### src/rtl/pipe_ctrl_carrier_if.sv
// -----------------------------------------------------------------------------
// pipe_ctrl_carrier_if
// Bundle between the ID-stage control unit / datapath muxes and the pipeline
// control carrier.
//   master : control unit + datapath side (drives the ID bundles and alu_zero,
//            receives the per-stage controls, hazard and forwarding selects)
//   slave  : pipe_ctrl_carrier
// Signals:
//   EX[ALUOP_W+1:0] {RegDst,ALUOp,ALUSrc}   MEM[2:0] {MemRead,MemWrite,MemtoReg}
//   WB[1:0] {RegWrite,MemtoReg}   Jump, JR   id_rs/id_rt/id_rd   alu_zero
//   ex_RegDst, ex_ALUSrc, ex_ALUOp, mem_MemRead, mem_MemWrite, mem_pcsrc,
//   wb_RegWrite, wb_MemtoReg, wb_dst, stall, flush_ifid, fwd_a, fwd_b
// -----------------------------------------------------------------------------
interface pipe_ctrl_carrier_if #(
  parameter int REG_W   = 5,
  parameter int ALUOP_W = 2
);
  logic [ALUOP_W+1:0] EX;
  logic [2:0]         MEM;
  logic [1:0]         WB;
  logic               Jump;
  logic               JR;
  logic [REG_W-1:0]   id_rs;
  logic [REG_W-1:0]   id_rt;
  logic [REG_W-1:0]   id_rd;
  logic               alu_zero;

  logic               ex_RegDst;
  logic               ex_ALUSrc;
  logic [ALUOP_W-1:0] ex_ALUOp;
  logic               mem_MemRead;
  logic               mem_MemWrite;
  logic               mem_pcsrc;
  logic               wb_RegWrite;
  logic               wb_MemtoReg;
  logic [REG_W-1:0]   wb_dst;
  logic               stall;
  logic               flush_ifid;
  logic [1:0]         fwd_a;
  logic [1:0]         fwd_b;

  modport master (
    output EX, MEM, WB, Jump, JR, id_rs, id_rt, id_rd, alu_zero,
    input  ex_RegDst, ex_ALUSrc, ex_ALUOp, mem_MemRead, mem_MemWrite, mem_pcsrc,
           wb_RegWrite, wb_MemtoReg, wb_dst, stall, flush_ifid, fwd_a, fwd_b
  );

  modport slave (
    input  EX, MEM, WB, Jump, JR, id_rs, id_rt, id_rd, alu_zero,
    output ex_RegDst, ex_ALUSrc, ex_ALUOp, mem_MemRead, mem_MemWrite, mem_pcsrc,
           wb_RegWrite, wb_MemtoReg, wb_dst, stall, flush_ifid, fwd_a, fwd_b
  );
endinterface

### src/rtl/pipe_ctrl_carrier.sv
// -----------------------------------------------------------------------------
// pipe_ctrl_carrier
// Carries the control-unit bundles through the ID/EX, EX/MEM and MEM/WB stage
// registers of a 5-stage MIPS pipeline, decodes them per stage, and owns hazard
// handling (load-use stall, branch/jump flush, operand forwarding selects).
// Ports:
//   clk    pipeline clock, all state on the rising edge
//   rst_n  synchronous active-low reset
//   bus    pipe_ctrl_carrier_if.slave (ID bundles in, stage controls out)
// Build option:
//   FORWARDING_EN  defined   : EX/MEM and MEM/WB forwarding, load-use stalls only
//                  undefined : fwd_a/fwd_b tied to 00, stall on any RAW dependency
//                              against the producers in ID/EX or EX/MEM
// JR is folded into Jump by the control unit, and MEM[0] duplicates WB[0]; both
// are accepted for bundle completeness but not needed here.
// -----------------------------------------------------------------------------
module pipe_ctrl_carrier #(
  parameter int REG_W   = 5,
  parameter int ALUOP_W = 2
) (
  input  logic                 clk,
  input  logic                 rst_n,
  pipe_ctrl_carrier_if.slave   bus
);

  typedef struct packed {
    logic               reg_dst;
    logic [ALUOP_W-1:0] alu_op;
    logic               alu_src;
    logic               mem_read;
    logic               mem_write;
    logic               reg_write;
    logic               memto_reg;
    logic               branch;
    logic [REG_W-1:0]   rs;
    logic [REG_W-1:0]   rt;
    logic [REG_W-1:0]   rd;
  } id_ex_t;

  typedef struct packed {
    logic             mem_read;
    logic             mem_write;
    logic             reg_write;
    logic             memto_reg;
    logic             branch;
    logic             zero;
    logic [REG_W-1:0] dst;
  } ex_mem_t;

  typedef struct packed {
    logic             reg_write;
    logic             memto_reg;
    logic [REG_W-1:0] dst;
  } mem_wb_t;

  id_ex_t  id_ex_q,  id_ex_d;
  ex_mem_t ex_mem_q, ex_mem_d;
  mem_wb_t mem_wb_q, mem_wb_d;

  // ID-stage decode of the EX bundle
  logic               id_reg_dst;
  logic [ALUOP_W-1:0] id_alu_op;
  logic               id_alu_src;
  logic               id_branch;
  assign {id_reg_dst, id_alu_op, id_alu_src} = bus.EX;

  // Jumps resolve in ID, so a jump must never also launch a branch.
  assign id_branch = (id_alu_op == ALUOP_W'(1)) & ~id_alu_src & ~bus.Jump;

  logic [REG_W-1:0] ex_dst;
  assign ex_dst = id_ex_q.reg_dst ? id_ex_q.rd : id_ex_q.rt;

  // True when nonzero register r is read by either ID source field.
  function automatic logic reads(input logic [REG_W-1:0] r,
                                 input logic [REG_W-1:0] rs,
                                 input logic [REG_W-1:0] rt);
    return (r != '0) && ((r == rs) || (r == rt));
  endfunction

  logic mem_pcsrc;
  logic load_use;
  logic raw_hazard;
  logic stall;
  assign mem_pcsrc = ex_mem_q.branch & ex_mem_q.zero;
  assign load_use  = id_ex_q.mem_read & reads(id_ex_q.rt, bus.id_rs, bus.id_rt);

`ifdef FORWARDING_EN
  function automatic logic [1:0] fwd_sel(input logic [REG_W-1:0] src,
                                         input ex_mem_t em, input mem_wb_t mw);
    if (em.reg_write && (em.dst != '0) && (em.dst == src)) return 2'b10;
    if (mw.reg_write && (mw.dst != '0) && (mw.dst == src)) return 2'b01;
    return 2'b00;
  endfunction

  assign raw_hazard = load_use;
  assign bus.fwd_a  = fwd_sel(id_ex_q.rs, ex_mem_q, mem_wb_q);
  assign bus.fwd_b  = fwd_sel(id_ex_q.rt, ex_mem_q, mem_wb_q);

  logic unused_bits;
  assign unused_bits = ^{bus.JR, bus.MEM[0]};
`else
  // Without forwarding every in-flight producer ahead of WB blocks ID; the
  // register file's write-then-read covers the MEM/WB case.
  assign raw_hazard = load_use
                    | (id_ex_q.reg_write  & reads(ex_dst,       bus.id_rs, bus.id_rt))
                    | (ex_mem_q.reg_write & reads(ex_mem_q.dst, bus.id_rs, bus.id_rt));
  assign bus.fwd_a  = 2'b00;
  assign bus.fwd_b  = 2'b00;

  logic unused_bits;
  assign unused_bits = ^{bus.JR, bus.MEM[0], id_ex_q.rs};
`endif

  // A taken branch squashes everything younger, including whatever stalled.
  assign stall          = raw_hazard & ~mem_pcsrc;
  assign bus.stall      = stall;
  assign bus.flush_ifid = mem_pcsrc | (bus.Jump & ~stall);
  assign bus.mem_pcsrc  = mem_pcsrc;

  // NOTE: every variable written in always_comb gets its full value first, so
  // no path leaves it unassigned and no latch is inferred.
  always_comb begin
    id_ex_d  = '{reg_dst:   id_reg_dst,    alu_op:    id_alu_op,
                 alu_src:   id_alu_src,    mem_read:  bus.MEM[2],
                 mem_write: bus.MEM[1],    reg_write: bus.WB[1],
                 memto_reg: bus.WB[0],     branch:    id_branch,
                 rs:        bus.id_rs,     rt:        bus.id_rt,
                 rd:        bus.id_rd};
    ex_mem_d = '{mem_read:  id_ex_q.mem_read,  mem_write: id_ex_q.mem_write,
                 reg_write: id_ex_q.reg_write, memto_reg: id_ex_q.memto_reg,
                 branch:    id_ex_q.branch,    zero:      bus.alu_zero,
                 dst:       ex_dst};
    mem_wb_d = '{reg_write: ex_mem_q.reg_write, memto_reg: ex_mem_q.memto_reg,
                 dst:       ex_mem_q.dst};
    if (mem_pcsrc) begin
      id_ex_d  = '0;
      ex_mem_d = '0;
    end else if (stall) begin
      id_ex_d  = '0;
    end
  end

  // NOTE: state registers use non-blocking assignments so every stage samples
  // the pre-edge value of the stage ahead of it.
  always_ff @(posedge clk) begin
    if (!rst_n) begin
      id_ex_q  <= '0;
      ex_mem_q <= '0;
      mem_wb_q <= '0;
    end else begin
      id_ex_q  <= id_ex_d;
      ex_mem_q <= ex_mem_d;
      mem_wb_q <= mem_wb_d;
    end
  end

  assign bus.ex_RegDst    = id_ex_q.reg_dst;
  assign bus.ex_ALUSrc    = id_ex_q.alu_src;
  assign bus.ex_ALUOp     = id_ex_q.alu_op;
  assign bus.mem_MemRead  = ex_mem_q.mem_read;
  assign bus.mem_MemWrite = ex_mem_q.mem_write;
  assign bus.wb_RegWrite  = mem_wb_q.reg_write;
  assign bus.wb_MemtoReg  = mem_wb_q.memto_reg;
  assign bus.wb_dst       = mem_wb_q.dst;

endmodule

### src/flat_wrapper.sv
// flat-port wrapper written by rule: the top's interface ports become plain ports
module pipe_ctrl_carrier_flat 
#(
  parameter int REG_W   = 5,
  parameter int ALUOP_W = 2
)
  (clk, rst_n, bus_EX, bus_MEM, bus_WB, bus_Jump, bus_JR, bus_id_rs, bus_id_rt, bus_id_rd, bus_alu_zero, bus_ex_RegDst, bus_ex_ALUSrc, bus_ex_ALUOp, bus_mem_MemRead, bus_mem_MemWrite, bus_mem_pcsrc, bus_wb_RegWrite, bus_wb_MemtoReg, bus_wb_dst, bus_stall, bus_flush_ifid, bus_fwd_a, bus_fwd_b);
  pipe_ctrl_carrier_if #(.REG_W(REG_W), .ALUOP_W(ALUOP_W)) bus_i ();
  input  logic clk;
  input  logic rst_n;
  input wire logic [$bits(bus_i.EX)-1:0] bus_EX;
  input wire logic [$bits(bus_i.MEM)-1:0] bus_MEM;
  input wire logic [$bits(bus_i.WB)-1:0] bus_WB;
  input wire logic [$bits(bus_i.Jump)-1:0] bus_Jump;
  input wire logic [$bits(bus_i.JR)-1:0] bus_JR;
  input wire logic [$bits(bus_i.id_rs)-1:0] bus_id_rs;
  input wire logic [$bits(bus_i.id_rt)-1:0] bus_id_rt;
  input wire logic [$bits(bus_i.id_rd)-1:0] bus_id_rd;
  input wire logic [$bits(bus_i.alu_zero)-1:0] bus_alu_zero;
  output wire logic [$bits(bus_i.ex_RegDst)-1:0] bus_ex_RegDst;
  output wire logic [$bits(bus_i.ex_ALUSrc)-1:0] bus_ex_ALUSrc;
  output wire logic [$bits(bus_i.ex_ALUOp)-1:0] bus_ex_ALUOp;
  output wire logic [$bits(bus_i.mem_MemRead)-1:0] bus_mem_MemRead;
  output wire logic [$bits(bus_i.mem_MemWrite)-1:0] bus_mem_MemWrite;
  output wire logic [$bits(bus_i.mem_pcsrc)-1:0] bus_mem_pcsrc;
  output wire logic [$bits(bus_i.wb_RegWrite)-1:0] bus_wb_RegWrite;
  output wire logic [$bits(bus_i.wb_MemtoReg)-1:0] bus_wb_MemtoReg;
  output wire logic [$bits(bus_i.wb_dst)-1:0] bus_wb_dst;
  output wire logic [$bits(bus_i.stall)-1:0] bus_stall;
  output wire logic [$bits(bus_i.flush_ifid)-1:0] bus_flush_ifid;
  output wire logic [$bits(bus_i.fwd_a)-1:0] bus_fwd_a;
  output wire logic [$bits(bus_i.fwd_b)-1:0] bus_fwd_b;
  assign bus_i.EX = bus_EX;
  assign bus_i.MEM = bus_MEM;
  assign bus_i.WB = bus_WB;
  assign bus_i.Jump = bus_Jump;
  assign bus_i.JR = bus_JR;
  assign bus_i.id_rs = bus_id_rs;
  assign bus_i.id_rt = bus_id_rt;
  assign bus_i.id_rd = bus_id_rd;
  assign bus_i.alu_zero = bus_alu_zero;
  assign bus_ex_RegDst = bus_i.ex_RegDst;
  assign bus_ex_ALUSrc = bus_i.ex_ALUSrc;
  assign bus_ex_ALUOp = bus_i.ex_ALUOp;
  assign bus_mem_MemRead = bus_i.mem_MemRead;
  assign bus_mem_MemWrite = bus_i.mem_MemWrite;
  assign bus_mem_pcsrc = bus_i.mem_pcsrc;
  assign bus_wb_RegWrite = bus_i.wb_RegWrite;
  assign bus_wb_MemtoReg = bus_i.wb_MemtoReg;
  assign bus_wb_dst = bus_i.wb_dst;
  assign bus_stall = bus_i.stall;
  assign bus_flush_ifid = bus_i.flush_ifid;
  assign bus_fwd_a = bus_i.fwd_a;
  assign bus_fwd_b = bus_i.fwd_b;
  pipe_ctrl_carrier #(.REG_W(REG_W), .ALUOP_W(ALUOP_W)) u_core (.clk(clk), .rst_n(rst_n), .bus(bus_i));
endmodule
### config.mk
export PLATFORM = sky130hd
export DESIGN_NAME = pipe_ctrl_carrier_flat
export DESIGN_NICKNAME = d
export VERILOG_FILES = /design/src/rtl/pipe_ctrl_carrier_if.sv /design/src/rtl/pipe_ctrl_carrier.sv /design/src/flat_wrapper.sv
export SDC_FILE = /design/constraint.sdc
export NUM_CORES = 1
export LEC_CHECK = 0
export CORE_MARGIN = 4
export CORE_UTILIZATION = 40
export DETAILED_ROUTE_END_ITERATION = 16
export GPL_ROUTABILITY_DRIVEN = 0
export PLACE_DENSITY = 0.7
export SETUP_SLACK_MARGIN = 0.1
export SYNTH_ARGS = -nofsm -noshare
export SYNTH_HDL_FRONTEND = slang
export SYNTH_SLANG_ARGS = --single-unit
### constraint.sdc
create_clock -name clk -period 3.98 [get_ports clk]
set_clock_uncertainty 0.2 [all_clocks]
set_input_delay 0.398 -clock clk [delete_from_list [all_inputs] [get_ports clk]]
set_output_delay 0.398 -clock clk [all_outputs]
set_load 0.1 [all_outputs]
**Word level (Yosys, flattened, before mapping)**

Cells that the tools add are included.

- Output and inout bits: 20
- Logic and storage cells: 55
- Register bits after elaboration: 37

- Equality and inequality tests: 7
- Reductions and logical operators: 11
- Mux-type cells: 1
- Bitwise operators: 16

Operators with widths:

| cell | number |
|---|---|
| $eq 5x5->1 | 6 |
| $reduce_bool 5->1 | 3 |
| $and 1x1->1 | 8 |
| $mux 5 | 1 |
| $not 1->1 | 5 |
| $logic_and 1x1->1 | 3 |
| $logic_or 1x1->1 | 3 |
| $or 1x1->1 | 3 |
| $reduce_or 3->1 | 1 |
| $eq 2x1->1 const B | 1 |
| $reduce_or 2->1 | 1 |

**Logic depth before layout (Yosys ltp)**

Gate-level depths: netlist (run 1).

- Word-level depth: 11
- Depth in mapped cells: 8
- Mapped depth without buffers: 6

**Least setup slack after synthesis (run 1)**

OpenSTA, ideal clock, no wires.

- Path type: reg-to-output
- From: register u_core.id_ex_q, in the netlist u_core.bus.ex_RegDst
- To: output bus_flush_ifid
- Data arrival time: 4.660 ns
- Stages on the path, launching flop included: 8
- Path buffers: 1
- Data required time: 3.382 ns
- Slack: -1.278 ns
- Cells stage by stage: dfxtp_1 > buf_6 > or4b_1 > o31ai_1 > nor2_1 > and4_4 > or3_2 > o21ai_0

- Cells in the longest elaborated chain, start to end: 11
- Elaborated cells between the ends (all ways): 13

Ends and longest elaborated chain:

| item | line | RTL |
|---|---|---|
| start, declared | pipe_ctrl_carrier.sv:56 | `id_ex_t id_ex_q, id_ex_d;` |
| start signal, assigned | pipe_ctrl_carrier.sv:151 | `id_ex_q <= id_ex_d;` |
| $mux 5 (*) | pipe_ctrl_carrier.sv:71 | `assign ex_dst = id_ex_q.reg_dst ? id_ex_q.rd : id_ex_q.rt;` |
| $eq 5x5->1 | pipe_ctrl_carrier.sv:77 | `return (r != '0) && ((r == rs) \|\| (r == rt));` |
| $logic_or 1x1->1 | pipe_ctrl_carrier.sv:77 |  |
| $logic_and 1x1->1 (*) | pipe_ctrl_carrier.sv:77 |  |
| $and 1x1->1 (*) | pipe_ctrl_carrier.sv:105 | `\| (id_ex_q.reg_write & reads(ex_dst, bus.id_rs, bus.id_rt))` |
| $or 1x1->1 (*) | pipe_ctrl_carrier.sv:105 |  |
| $or 1x1->1 (*) | pipe_ctrl_carrier.sv:106 | `\| (ex_mem_q.reg_write & reads(ex_mem_q.dst, bus.id_rs, bus.id_rt));` |
| $and 1x1->1 (*) | pipe_ctrl_carrier.sv:115 | `assign stall = raw_hazard & ~mem_pcsrc;` |
| $not 1->1 (*) | pipe_ctrl_carrier.sv:117 | `assign bus.flush_ifid = mem_pcsrc \| (bus.Jump & ~stall);` |
| $and 1x1->1 (*) | pipe_ctrl_carrier.sv:117 |  |
| $or 1x1->1 (*) | pipe_ctrl_carrier.sv:117 |  |
| end, declared | flat_wrapper.sv:30 | `output wire logic [$bits(bus_i.flush_ifid)-1:0] bus_flush_ifid;` |

Every way passes the cells marked *; elsewhere a longest branch is shown, timed or not.

**Final worst setup path (run 1)**

Same ends and word-level chain as after synthesis.

==> metrics, run 1 <==
drt pass-1 iters 4; Crit Path Max Fanout 8; Core ar. 3716 sq um; worst flop-to-flop path startpoint u_core.bus.ex_RegDst; synth warn 0; CTS root buffer clkbuf_8; CTS resizes 0; Post-Route WL 3101 microns; # fillers around 340; starting density of the core 42.22%; Final Power 0.9088 mW; Arrival @ worst endpoint 2.75 ns; CTS clk-pin slew, worst paths 0.07 ns; Crit Reg-Reg Endpoint u_core.id_ex_q[15]; Synth Area per Inst 10.39 sq um; antenna violations before repair 0; pwr dens ~430 nW/um^2; Post-CTS Setup Repair Bufs 0; Skew-Pair Late Insertion Delay 0.29 ns; n_diodes 0; flops & latches, synth 37; Syn Inst Count ~150; register area share after synthesis 47.21%; Placed Cells 235; Worst Hold End u_core.bus.wb_MemtoReg; vias per cell 4.634; CP endpoint kind output port; Vias 1126; Tmin final 3.350 ns; synth unique cells 26; number of global-route vias before repair between 1000 and 1500; Sink Count 37; Die W ~70 microns; first-pass GRT wire length 5057 microns; PortBufs 42; area grow syn2layout 34.53%; final hold slack 0.2372 ns; Nets roughly 220; setup slack after layout ~0.63 ns; hold buffers post-CTS 0; largest net degree at the start of global routing 20; Yosys top cell by area dfxtp_1; area of the multi-input gates around 770 sq um; worst reg2reg path depth 6; fin cells 243; CTS tree done; fmax 0.2985 GHz; register area 740.7 sq um; status completed; max cap viols 0; row cnt 22; Die Area 4989 sq um; H-tree depth 2; clock buffer count from CTS 5; Worst-Margin Slew 0.9974 ns; DRC Markers 0; top cell type's share of synthesized area 47.21%; final setup TNS 0 ns; Worst Hold Launch u_core.ex_mem_q[7]; Worst Hold Depth 1; pre-CTS setup slack 0.7962 ns; Synth area leaders dfxtp_1 47%, xor2_1 13%, and2_2 8.1%; Startpoint Class flop; Crit Path Category reg2out; Fin. Hold Viols 0; RSZ-0062 raised after global routing no; gr usage total 13.14%; r2r setup slk 1.28 ns; Worst EP required roughly 3.4 ns; proportion of layout cells with a drive suffix above 1 16.92%; Tcrit/Tclk final between 80% and 90%; initial drt markers 30; Worst Hold Class reg2reg; Ports between 40 and 50; gr ovfl total 0; clk buf depth 2; Lkg Pwr 0.8931 nW; DR WL/cell between 10 and 15 microns; max-slew violations 0; Finish-stage setup viols 0; commonest non-fill, non-tap cells in the layout 40 x clkdlybuf4s50_1, 37 x dfxtp_1, 24 x xor2_1; Slew headroom 33.30%; ANT nets after route 0; most common cell after layout, fill and taps aside clkdlybuf4s50_1; Detail Placement HPWL 2513 microns; die height 70.63 microns; Syn Std Cell Area 1569 sq um; worst vdd ir between 0.0002 and 0.00025 V
[stage by stage]
| stage | util (%) | cell area (sq um) |
|---|---|---|
| finish | 56.80 | 2111 |
| global route | 56.80 | 2111 |
| CTS | 56.80 | 2111 |
| detailed placement | 53.70 | 1996 |
| global placement | 53.70 | 1996 |
| floorplan | - | 1592 |
[synth_stat cells (all sizes together)]
| cell | instances |
|---|---|
| dfxtp | 37 |
| and2 | 26 |
| xor2 | 24 |
| nor2 | 10 |
| buf | 8 |
| nor3 | 8 |
| and3 | 7 |
| xnor2 | 6 |
| mux2i | 5 |
| o21ai | 3 |
| a22oi | 2 |
| and4 | 2 |
| inv | 2 |
| nand2 | 2 |
| or4 | 2 |
| clkbuf | 1 |
| conb | 1 |
| nor4 | 1 |
| o22ai | 1 |
| o31ai | 1 |
| or3 | 1 |
| or4b | 1 |
[routing by layer]
metal | track usage (%) | up-vias | wire length, microns
li1 | - | 568 | -
met5 | 0 | - | 0
met1 | 14.10 | 519 | 1234
met2 | 23.18 | 30 | 1619
met3 | 4.545 | 9 | 184
met4 | 6.054 | 0 | 63
[registers in the layout, indices dropped and copies added, names as in the netlist]
name / flops
u_core.bus.ex_ALUOp: 2
u_core.bus.ex_ALUSrc: 1
u_core.bus.ex_RegDst: 1
u_core.bus.mem_MemRead: 1
u_core.bus.mem_MemWrite: 1
u_core.bus.wb_MemtoReg: 1
u_core.bus.wb_RegWrite: 1
u_core.bus.wb_dst: 5
u_core.ex_mem_q: 9
u_core.id_ex_q: 15
[cell families after synthesis]
| kind of cell | synth area share (%) |
|---|---|
| DFF | 47.21 |
| muxes | 3.190 |
| buffers and inverters | 5.024 |
| and+or+nand+nor | 24.80 |
| AOI/OAI and AO/OA | 2.791 |
| other | 0.2390 |
| xor gates and xnor gates | 16.75 |
[report_power, final]
part,switching [mW],internal (mW)
clock,0.136,0.187
combinational,0.112,0.0699
sequential,0.0144,0.390
[worst max-delay path, stage by stage, from the launching register on]
cell and delay (ns):
dfxtp_1 0.53, or4b_1 0.46, o31ai_1 0.21, nor2_1 0.09, and4_4 0.21, or3_2 0.52, o21ai_4 0.13, buf_4 0.30
[worst max-delay path by stage]
stage	startpoint	endpoint	slack [ns]	cells after the start
final	u_core.bus.ex_RegDst	bus_flush_ifid	0.63	7
after floorplan	u_core.bus.ex_RegDst	bus_flush_ifid	0.25	7
after global routing	u_core.bus.ex_RegDst	bus_flush_ifid	0.46	7
after detailed placement	bus_id_rt[3]	bus_flush_ifid	0.80	8
after CTS	u_core.bus.ex_RegDst	bus_flush_ifid	0.60	7
after global placement	bus_id_rt[0]	bus_flush_ifid	0.84	8
[cell type report]
cell class | instances | share of cell area [%]
clock buffer | 5 | 3.260
clock inverter | 3 | 2.193
inverter | 2 | 0.3557
multi-input combinational | 106 | 36.57
sequential | 37 | 35.09
tap | 48 | 2.845
timing repair buffer | 42 | 19.68
Power figures use the tool's default switching activity.
==> run 2, diff against run 1 <==
==> constraint.sdc (replaced) <==
create_clock -name clk -period 3.4 [get_ports clk]
set_clock_uncertainty 0.2 [all_clocks]
set_input_delay 0.34 -clock clk [delete_from_list [all_inputs] [get_ports clk]]
set_output_delay 0.34 -clock clk [all_outputs]
set_load 0.1 [all_outputs]
==> metrics, run 2 (same netlist as run 1, synthesis figures left out) <==
max reg flops 15; Die Area 4989 sq um; Worst Hold Launch u_core.ex_mem_q[7]; PortBufs 42; drt pass-1 iters 4; DRC Markers 0; GR Util met3 5.114%; row cnt 22; Fin. Hold Viols 0; worst flop-to-flop path startpoint u_core.bus.ex_RegDst; clock buffer count from CTS 5; met2 usage 21.93%; commonest non-fill, non-tap cells in the layout 39 x clkdlybuf4s50_1, 36 x dfxtp_1, 24 x xor2_1; ANT nets after route 0; RSZ-0062 raised after global routing no; Detail Placement HPWL 2446 microns; CTS resizes 0; Worst EP required 2.86 ns; Post-CTS Setup Repair Bufs 0; Finish-stage setup viols 0; worst vdd ir 0.0002764 V; Nets between 200 and 250; r2r setup slk 0.83 ns; CTS clk-pin slew, worst paths around 0.070 ns; die height 70.63 microns; Finished Cell Area about 2100 sq um; Skew-Pair Late Insertion Delay 0.29 ns; fmax roughly 0.32 GHz; Worst Hold Class reg2reg; Die W 70.63 microns; Ports 49; proportion of layout cells with a drive suffix above 1 17.95%; # fillers between 300 and 400; hold buffers post-CTS 0; Tmin final 3.100 ns; DR WL/cell 12.66 microns; Sink Count 37; Post-Route WL 3077 microns; area grow syn2layout 36.52%; antenna violations before repair 0; Startpoint Class flop; first-pass GRT wire length 5078 microns; number of global-route vias before repair 1165; largest net degree at the start of global routing 20; status completed; dpl cell area 2022 sq um; max-slew violations 0; Lkg Pwr between 0.9 and 1 nW; Worst-Margin Slew 0.9795 ns; n_diodes 0; final setup TNS 0 ns; worst reg2reg path depth 6; CP endpoint kind output port; GR Util met1 14.55%; Arrival @ worst endpoint 2.56 ns; CTS root buffer clkbuf_8; Slew headroom 34.50%; Worst Hold End u_core.bus.wb_MemtoReg; Core ar. 3716 sq um; Crit Path Category reg2out; initial drt markers 14; pwr dens 503.0 nW/um^2; clk buf depth 2; Crit Path Max Fanout 8; most used routing layer met2; max cap viols 0; H-tree depth 2; Vias between 1000 and 1500; Largest Register u_core.id_ex_q; most common cell after layout, fill and taps aside clkdlybuf4s50_1; starting density of the core between 40 and 50%; vias per cell 4.667; Crit Reg-Reg Endpoint u_core.id_ex_q[15]; Worst Hold Depth 1; CTS tree done; Tcrit/Tclk final 91.18%; gr ovfl total 0; gr usage total 12.85%
-- run 2: final cells by class --
class / instances / area, sq um / share of cell area (%)
Inverter: 2 / 7.507 / 0.3505
Multi-Input combinational cell: 106 / 772.0 / 36.04
Tap cell: 48 / 60.06 / 2.804
Sequential cell: 37 / 744.5 / 34.75
Timing Repair Buffer: 42 / 437.9 / 20.44
Clock buffer: 6 / 82.58 / 3.855
Clock inverter: 2 / 37.54 / 1.752
-- run 2: worst max path at each step --
| stage | start | to | slack, ns |
|---|---|---|---|
| floorplan | u_core.bus.ex_RegDst | bus_flush_ifid | 0.18 |
| global placement | bus_id_rt[0] | bus_stall | 0.42 |
| detailed placement | bus_id_rt[3] | bus_stall | 0.39 |
| CTS | u_core.bus.ex_RegDst | bus_stall | 0.27 |
| global route | u_core.bus.ex_RegDst | bus_stall | 0.15 |
| finish | u_core.bus.ex_RegDst | bus_stall | 0.30 |
-- run 2: layer usage --
layer | vias to the layer above | share of wire [%] | wire, microns
li1 | 572 | - | -
met1 | 520 | 42 | 1279
met2 | 38 | 50 | 1544
met3 | 4 | 7.0 | 216
met4 | 0 | 1.2 | 36
met5 | - | 0 | 0
-- run 2: report_power, final --
group          switching [mW]  internal, mW
logic                   0.132        0.0851
clock network           0.150         0.238
registers              0.0165         0.456
total                   0.298         0.779
-- run 2: critical path, cell delays in order (launching register included) --
cell and delay, ns:
dfxtp_4 0.41, or4b_1 0.44, o31ai_1 0.21, nor2_1 0.09, and4_4 0.21, or3_2 0.52
and2_1 0.21, buf_12 0.17
-- run 2: per-stage QoR --
stage | utilization (%) | power (mW) | hold WS (ns) | worst slack, ns | std cells
floorplan | - | 0.6358 | 0.2119 | 0.1787 | 154
global placement | 54.41 | 0.6963 | 0.2175 | 0.4205 | 235
detailed placement | 54.41 | 0.7002 | 0.2331 | 0.3948 | 235
CTS | 57.64 | 1.088 | 0.2504 | 0.2740 | 243
global route | 57.64 | 1.118 | 0.2583 | 0.1486 | 243
finish | 57.64 | 1.078 | 0.2421 | 0.3000 | 243
